[config.mk]
export PLATFORM = sky130hd
export DESIGN_NAME = elbeth_fetch_unit
export DESIGN_NICKNAME = d
export VERILOG_FILES = /design/src/rtl/elbeth_fetch_unit_pkg.sv /design/src/rtl/elbeth_fetch_buf.sv /design/src/rtl/elbeth_fetch_unit.sv
export SDC_FILE = /design/constraint.sdc
export NUM_CORES = 1
export LEC_CHECK = 0
export BUFFER_PORTS_ARGS = -buffer_cell sky130_fd_sc_hd__buf_4
export CELL_PAD_IN_SITES_DETAIL_PLACEMENT = 1
export CELL_PAD_IN_SITES_GLOBAL_PLACEMENT = 2
export CORE_MARGIN = 2
export CORE_UTILIZATION = 39
export DETAILED_ROUTE_END_ITERATION = 12
export PLACE_DENSITY_LB_ADDON = 0.25
export SKIP_CTS_REPAIR_TIMING = 1
export SYNTH_ARGS = -nofsm -noshare
export SYNTH_HDL_FRONTEND = slang
export SYNTH_SLANG_ARGS = --single-unit
[constraint.sdc]
create_clock -name clk -period 7.98 [get_ports clk]
set_clock_uncertainty 0.15 [all_clocks]
set_input_delay 1.197 -clock clk [delete_from_list [all_inputs] [get_ports clk]]
set_output_delay 1.197 -clock clk [all_outputs]
set_load 0.03 [all_outputs]
[src/rtl/elbeth_fetch_unit_pkg.sv]
// Shared fetch definitions: instruction-space limit, fetch FSM encodings and
// the buffer-occupancy helper used by the issue rule.
`ifndef ELBETH_DEFINITIONS_FETCH
`define ELBETH_DEFINITIONS_FETCH
`ifndef LIMIT_INSTRUC
`define LIMIT_INSTRUC 32'd256
`endif
`define FETCH_RUN   1'b0
`define FETCH_FAULT 1'b1
`endif

package elbeth_fetch_unit_pkg;

    localparam logic [31:0] LIMIT_PC = `LIMIT_INSTRUC;

    typedef enum logic {
        ST_RUN   = `FETCH_RUN,
        ST_FAULT = `FETCH_FAULT
    } fetch_state_e;

    // Words already buffered plus the one in flight, less the one leaving,
    // must leave room for the response of a new read.
    function automatic logic room_for_issue(input logic [1:0] count,
                                            input logic       inflight,
                                            input logic       pop);
        logic [2:0] occ;
        occ = {1'b0, count} + {2'b00, inflight} - {2'b00, pop};
        return occ < 3'd2;
    endfunction

endpackage

[src/rtl/elbeth_fetch_buf.sv]
// Two-entry FIFO holding {instr, pc} pairs between memory and decode; the
// head entry is a register so the outputs are glitch-free.
module elbeth_fetch_buf #(
    parameter int W = 64
) (
    input  logic         clk,
    input  logic         rst,
    input  logic         push,
    input  logic         pop,
    input  logic         flush,
    input  logic [W-1:0] din,
    output logic [W-1:0] dout,
    output logic [1:0]   count
);
    logic [W-1:0] r_head;
    logic [W-1:0] r_tail;
    logic [1:0]   r_count;
    logic         w_pop;
    logic         w_push;

    assign w_pop  = pop && (r_count != 2'd0);
    assign w_push = push && (w_pop || (r_count != 2'd2));

    always_ff @(posedge clk or negedge rst) begin
        if (!rst) begin
            r_head  <= '0;
            r_tail  <= '0;
            r_count <= 2'd0;
        end else if (flush) begin
            r_count <= 2'd0;
        end else begin
            case ({w_push, w_pop})
                2'b10: begin
                    if (r_count == 2'd0) r_head <= din;
                    else                 r_tail <= din;
                    r_count <= r_count + 2'd1;
                end
                2'b01: begin
                    r_head  <= r_tail;
                    r_count <= r_count - 2'd1;
                end
                2'b11: begin
                    if (r_count == 2'd2) begin
                        r_head <= r_tail;
                        r_tail <= din;
                    end else begin
                        r_head <= din;
                    end
                end
                default: ;
            endcase
        end
    end

    assert property (@(posedge clk) disable iff (!rst)
        !(push && !pop && (r_count == 2'd2)));

    assign dout  = r_head;
    assign count = r_count;

endmodule

[src/rtl/elbeth_fetch_unit.sv]
// Instruction-fetch initiator: issues reads to elbeth_memory, tags and buffers
// the returned words, handles redirects and faults fetches past the limit.
//
//  state    | meaning
//  ---------+--------------------------------------------------------------
//  ST_RUN   | fetching; stops issuing at the limit and waits for drain
//  ST_FAULT | pc reached the limit with nothing pending; fault held high
module elbeth_fetch_unit
    import elbeth_fetch_unit_pkg::*;
#(
    parameter int          AW       = 32,
    parameter int          DW       = 32,
    parameter logic [AW-1:0] RESET_PC = '0
) (
    input  logic          clk,
    input  logic          rst,
    output logic          mem_read_e,
    output logic [AW-1:0] mem_addr,
    input  logic [DW-1:0] mem_data,
    input  logic          redirect_valid,
    input  logic [AW-1:0] redirect_pc,
    output logic          out_valid,
    input  logic          out_ready,
    output logic [DW-1:0] out_instr,
    output logic [AW-1:0] out_pc,
    output logic          fault,
    output logic [AW-1:0] fault_pc
);
    fetch_state_e     r_state;
    logic [AW-1:0]    r_pc;
    logic [AW-1:0]    r_tag_pc;
    logic             r_inflight;
    logic             r_fault;
    logic [AW-1:0]    r_fault_pc;

    logic             w_pop;
    logic             w_push;
    logic             w_issue;
    logic             w_at_limit;
    logic [1:0]       w_count;
    logic [DW+AW-1:0] w_dout;

    assign w_at_limit = (r_pc >= AW'(LIMIT_PC));
    assign w_pop      = out_valid && out_ready;
    assign w_push     = r_inflight && !redirect_valid;
    assign w_issue    = rst && (r_state == ST_RUN) && !redirect_valid && !w_at_limit
                        && room_for_issue(w_count, r_inflight, w_pop);

    elbeth_fetch_buf #(.W(DW + AW)) u_buf (
        .clk   (clk),
        .rst   (rst),
        .push  (w_push),
        .pop   (w_pop),
        .flush (redirect_valid),
        .din   ({mem_data, r_tag_pc}),
        .dout  (w_dout),
        .count (w_count)
    );

    always_ff @(posedge clk or negedge rst) begin
        if (!rst) begin
            r_state    <= ST_RUN;
            r_pc       <= RESET_PC;
            r_tag_pc   <= '0;
            r_inflight <= 1'b0;
            r_fault    <= 1'b0;
            r_fault_pc <= '0;
        end else if (redirect_valid) begin
            r_state    <= ST_RUN;
            r_pc       <= redirect_pc;
            r_inflight <= 1'b0;
            r_fault    <= 1'b0;
        end else begin
            r_inflight <= w_issue;
            if (w_issue) begin
                r_pc     <= r_pc + AW'(1);
                r_tag_pc <= r_pc;
            end
            case (r_state)
                ST_RUN: begin
                    if (w_at_limit && (w_count == 2'd0) && !r_inflight) begin
                        r_state    <= ST_FAULT;
                        r_fault    <= 1'b1;
                        r_fault_pc <= r_pc;
                    end
                end
                ST_FAULT: r_fault <= 1'b1;
                default:  r_state <= ST_RUN;
            endcase
        end
    end

    assign mem_read_e = w_issue;
    assign mem_addr   = r_pc;
    assign out_valid  = (w_count != 2'd0);
    assign out_instr  = w_dout[DW+AW-1:AW];
    assign out_pc     = w_dout[AW-1:0];
    assign fault      = r_fault;
    assign fault_pc   = r_fault_pc;

endmodule

==> flow_metrics.py <==
metrics = {
    "run_status": {
        "status": "complete, no violations",
    },
    "drt": {
        "num_vias": 6351,
        "highest_layer": "met4",
        "viasPerCell": 5.08,
        "first_pass_iters": 6,
        "ant_nets": 0,
        "wire_per_inst_um": 18.5,
        "wl_um": 23100,
        "drc_errors": 0,
        "route.met2.wl_um": 11500,
        "wl_met1_um": 9930,
        "routed-wl-met3_um": 1140,
        "drt-initial-drc-count": 238,
    },
    "clocking": {
        "clockRootBuffer": "clkbuf_16",
        "htree_levels": 1,
        "cts-buffers-inserted": 26,
        "cts_sinks": 229,
        "cts.path.max_buffers": 3,
        "path_clk_slew_ps": 60,
        "clk-insertion-delay-late_ps": 520,
        "cts_tree": "done",
    },
    "sta": {
        "worst_pin_slew_ps": 1150,
        "clock.fmax_mhz": 176,
        "slew-limit-headroom_pct": 23.6,
        "rsz0062_at_grt": "no",
        "tns_ps": 0,
        "hold_violations": 0,
        "slew_violations": 0,
        "hold_ws_ps": 344,
        "final-setup-viol-count": 0,
        "timing.final.crit_share_pct": 71.0,
        "layout_min_cycle_time_ps": 5670,
    },
    "yosys": {
        "synth-seq-cells": 229,
        "ys_types": 42,
        "mappedNetlistArea_um2": 9380,
        "synth_warnings": 0,
        "synth_fp_nets": 793,
        "yosys.area_share.simple_pct": 7.15,
        "synth-edff-count": 0,
        "syn_area_per_cell_um2": 13.0,
        "synth_mux_area_share_pct": 21.9,
        "synth-compound-area-share_pct": 6.19,
        "synth_adder_area_share_pct": 0.614,
        "yosysSeqAreaShare_pct": 61.1,
        "async_flop_share_pct": 100,
        "syn_inst": 721,
        "dominantRegCellSynth": "dfrtp_1",
        "synth-xor-area-share_pct": 0.0934,
        "synth_top_family_by_area": "multiplexers",
    },
    "hold_path": {
        "hp-class": "flip-flop to flip-flop",
        "hold_start": "fault_pc[3]",
    },
    "layout": {
        "area_delta_synth_final_pct": 28.2,
        "final_common_cell": "dfrtp_1",
        "num_antenna_cells": 0,
        "fin_nets": 984,
        "drive_above_1_share_pct": 41.0,
        "final_cell_mix": "229 x dfrtp_1, 204 x buf_4, 122 x mux2_2",
    },
    "floorplanning": {
        "core_um2": 23500,
        "die_x_um": 159,
        "initial_core_util_pct": 39.8,
        "rows": 56,
        "die_h_um": 159,
        "die_area_um2": 25300,
        "io_pins": 199,
    },
    "placement": {
        "port_buffers": 198,
        "gp_congestion": 0.754,
        "place_hpwl_um": 15100,
    },
    "worst_setup_path": {
        "crit_start": "out_ready",
        "required_ps": 6630,
        "r2r-start": "u_buf.count[1]",
        "path_max_fanout": 17,
        "crit_arrival_ps": 4320,
        "endpoint_kind": "primary output",
        "crit_type": "primary input to primary output",
        "startpoint_type": "primary input",
    },
    "pwr": {
        "powerDensity_nw_per_um2": 253,
        "p_leak_nw": 6.16,
        "peakVddDrop_v": 0.000197,
    },
    "global_route": {
        "grt_use_total_pct": 18.2,
        "grt_antenna_before_repair": 0,
        "grt_pass1_vias": 7165,
        "grt-ovfl-total": 0,
        "grt_max_degree": 105,
        "grt_pass1_wl_um": 38100,
    },
    "run": {
        "cap_violations": 0,
    },
}
## path summary, 6_finish.rpt
| check | depth (start not counted) | end | slack [ps] |
|---|---|---|---|
| worst max-delay path | 11 | mem_read_e | 2310 |
| worst min-delay path | 1 | fault_pc[3] | 340 |
| worst max register to register | 9 | mem_addr[1] | 3920 |
| worst min register to register | 1 | fault_pc[3] | 340 |
| max in group asynchronous | 3 | r_tag_pc[10] | 4950 |
| min in group asynchronous | 1 | u_buf.dout[53] | 560 |
## cells in the mapped netlist (9+ instances only)
master   instances  share of area [%]
dfrtp_1        229                 61
buf_4            9               0.72
inv_1           12               0.48
mux2i_1         66                7.0
buf_2           24                1.3
o21ai_0         14               0.75
a21oi_1         67                3.6
mux2_2         122                 15
nand2_1         18               0.72
nor2b_1         25                1.7
nor2_1          68                2.7
## final cells by class
cell class              count  area (um^2)
repair buffers            205         1550
inverters                  13         48.8
multi-input cells         437         3410
clock buffers              41          818
clock inverters             7         62.6
well taps                 319          399
fillers                  2450        11500
flip-flops and latches    229         5730
## flip-flops by register name (all words and copies together), names as in the netlist
name and flops:
fault_pc 32, u_buf.dout 64, mem_addr 32, u_buf.count 2, fault 1, r_inflight 1
r_tag_pc 32, r_state 1, u_buf.r_tail 64
## worst max-delay path, stage by stage
cell and delay, ps:
buf_4 130, o21ai_0 180, inv_1 180, ha_1 310
nor2b_1 140, fa_1 450, nor4b_2 270, nand4_1 580
or2_0 590, inv_1 120, buf_4 160
## power by group
part / internal, mW / switching, mW / total, mW
Combinational: 0.200 / 0.311 / 0.511
Clock: 0.732 / 0.473 / 1.21
Sequential: 1.25 / 0.0710 / 1.32
## stage by stage
| step | setup slack, ps | instance area [um^2] | instances | util, % | power, mW |
|---|---|---|---|---|---|
| after floorplan | 3370 | 9380 | 721 | - | 1.61 |
| after global placement | 2490 | 11100 | 1203 | 47.3 | 1.85 |
| after detailed placement | 2350 | 11100 | 1203 | 47.3 | 1.86 |
| after CTS | 2340 | 12000 | 1251 | 51.1 | 3.09 |
| after global routing | 2010 | 12000 | 1251 | 51.1 | 3.17 |
| final | 2310 | 12000 | 1251 | 51.1 | 3.04 |
## metal layers
metal	up-vias	track usage [%]
met3	38	4.06
met4	0	4.79
li1	2897	-
met2	151	31.8
met5	-	0
met1	3265	23.0
## cells by family (layout without fill, tap and decap cells)
logic type,after synthesis,in the layout
compound gates,101,101
mux,190,190
fa+ha+maj,4,4
buf+inv,55,266
flops,229,229
xor+xnor,1,1
simple gates,141,141
Power figures use the tool's default switching activity.
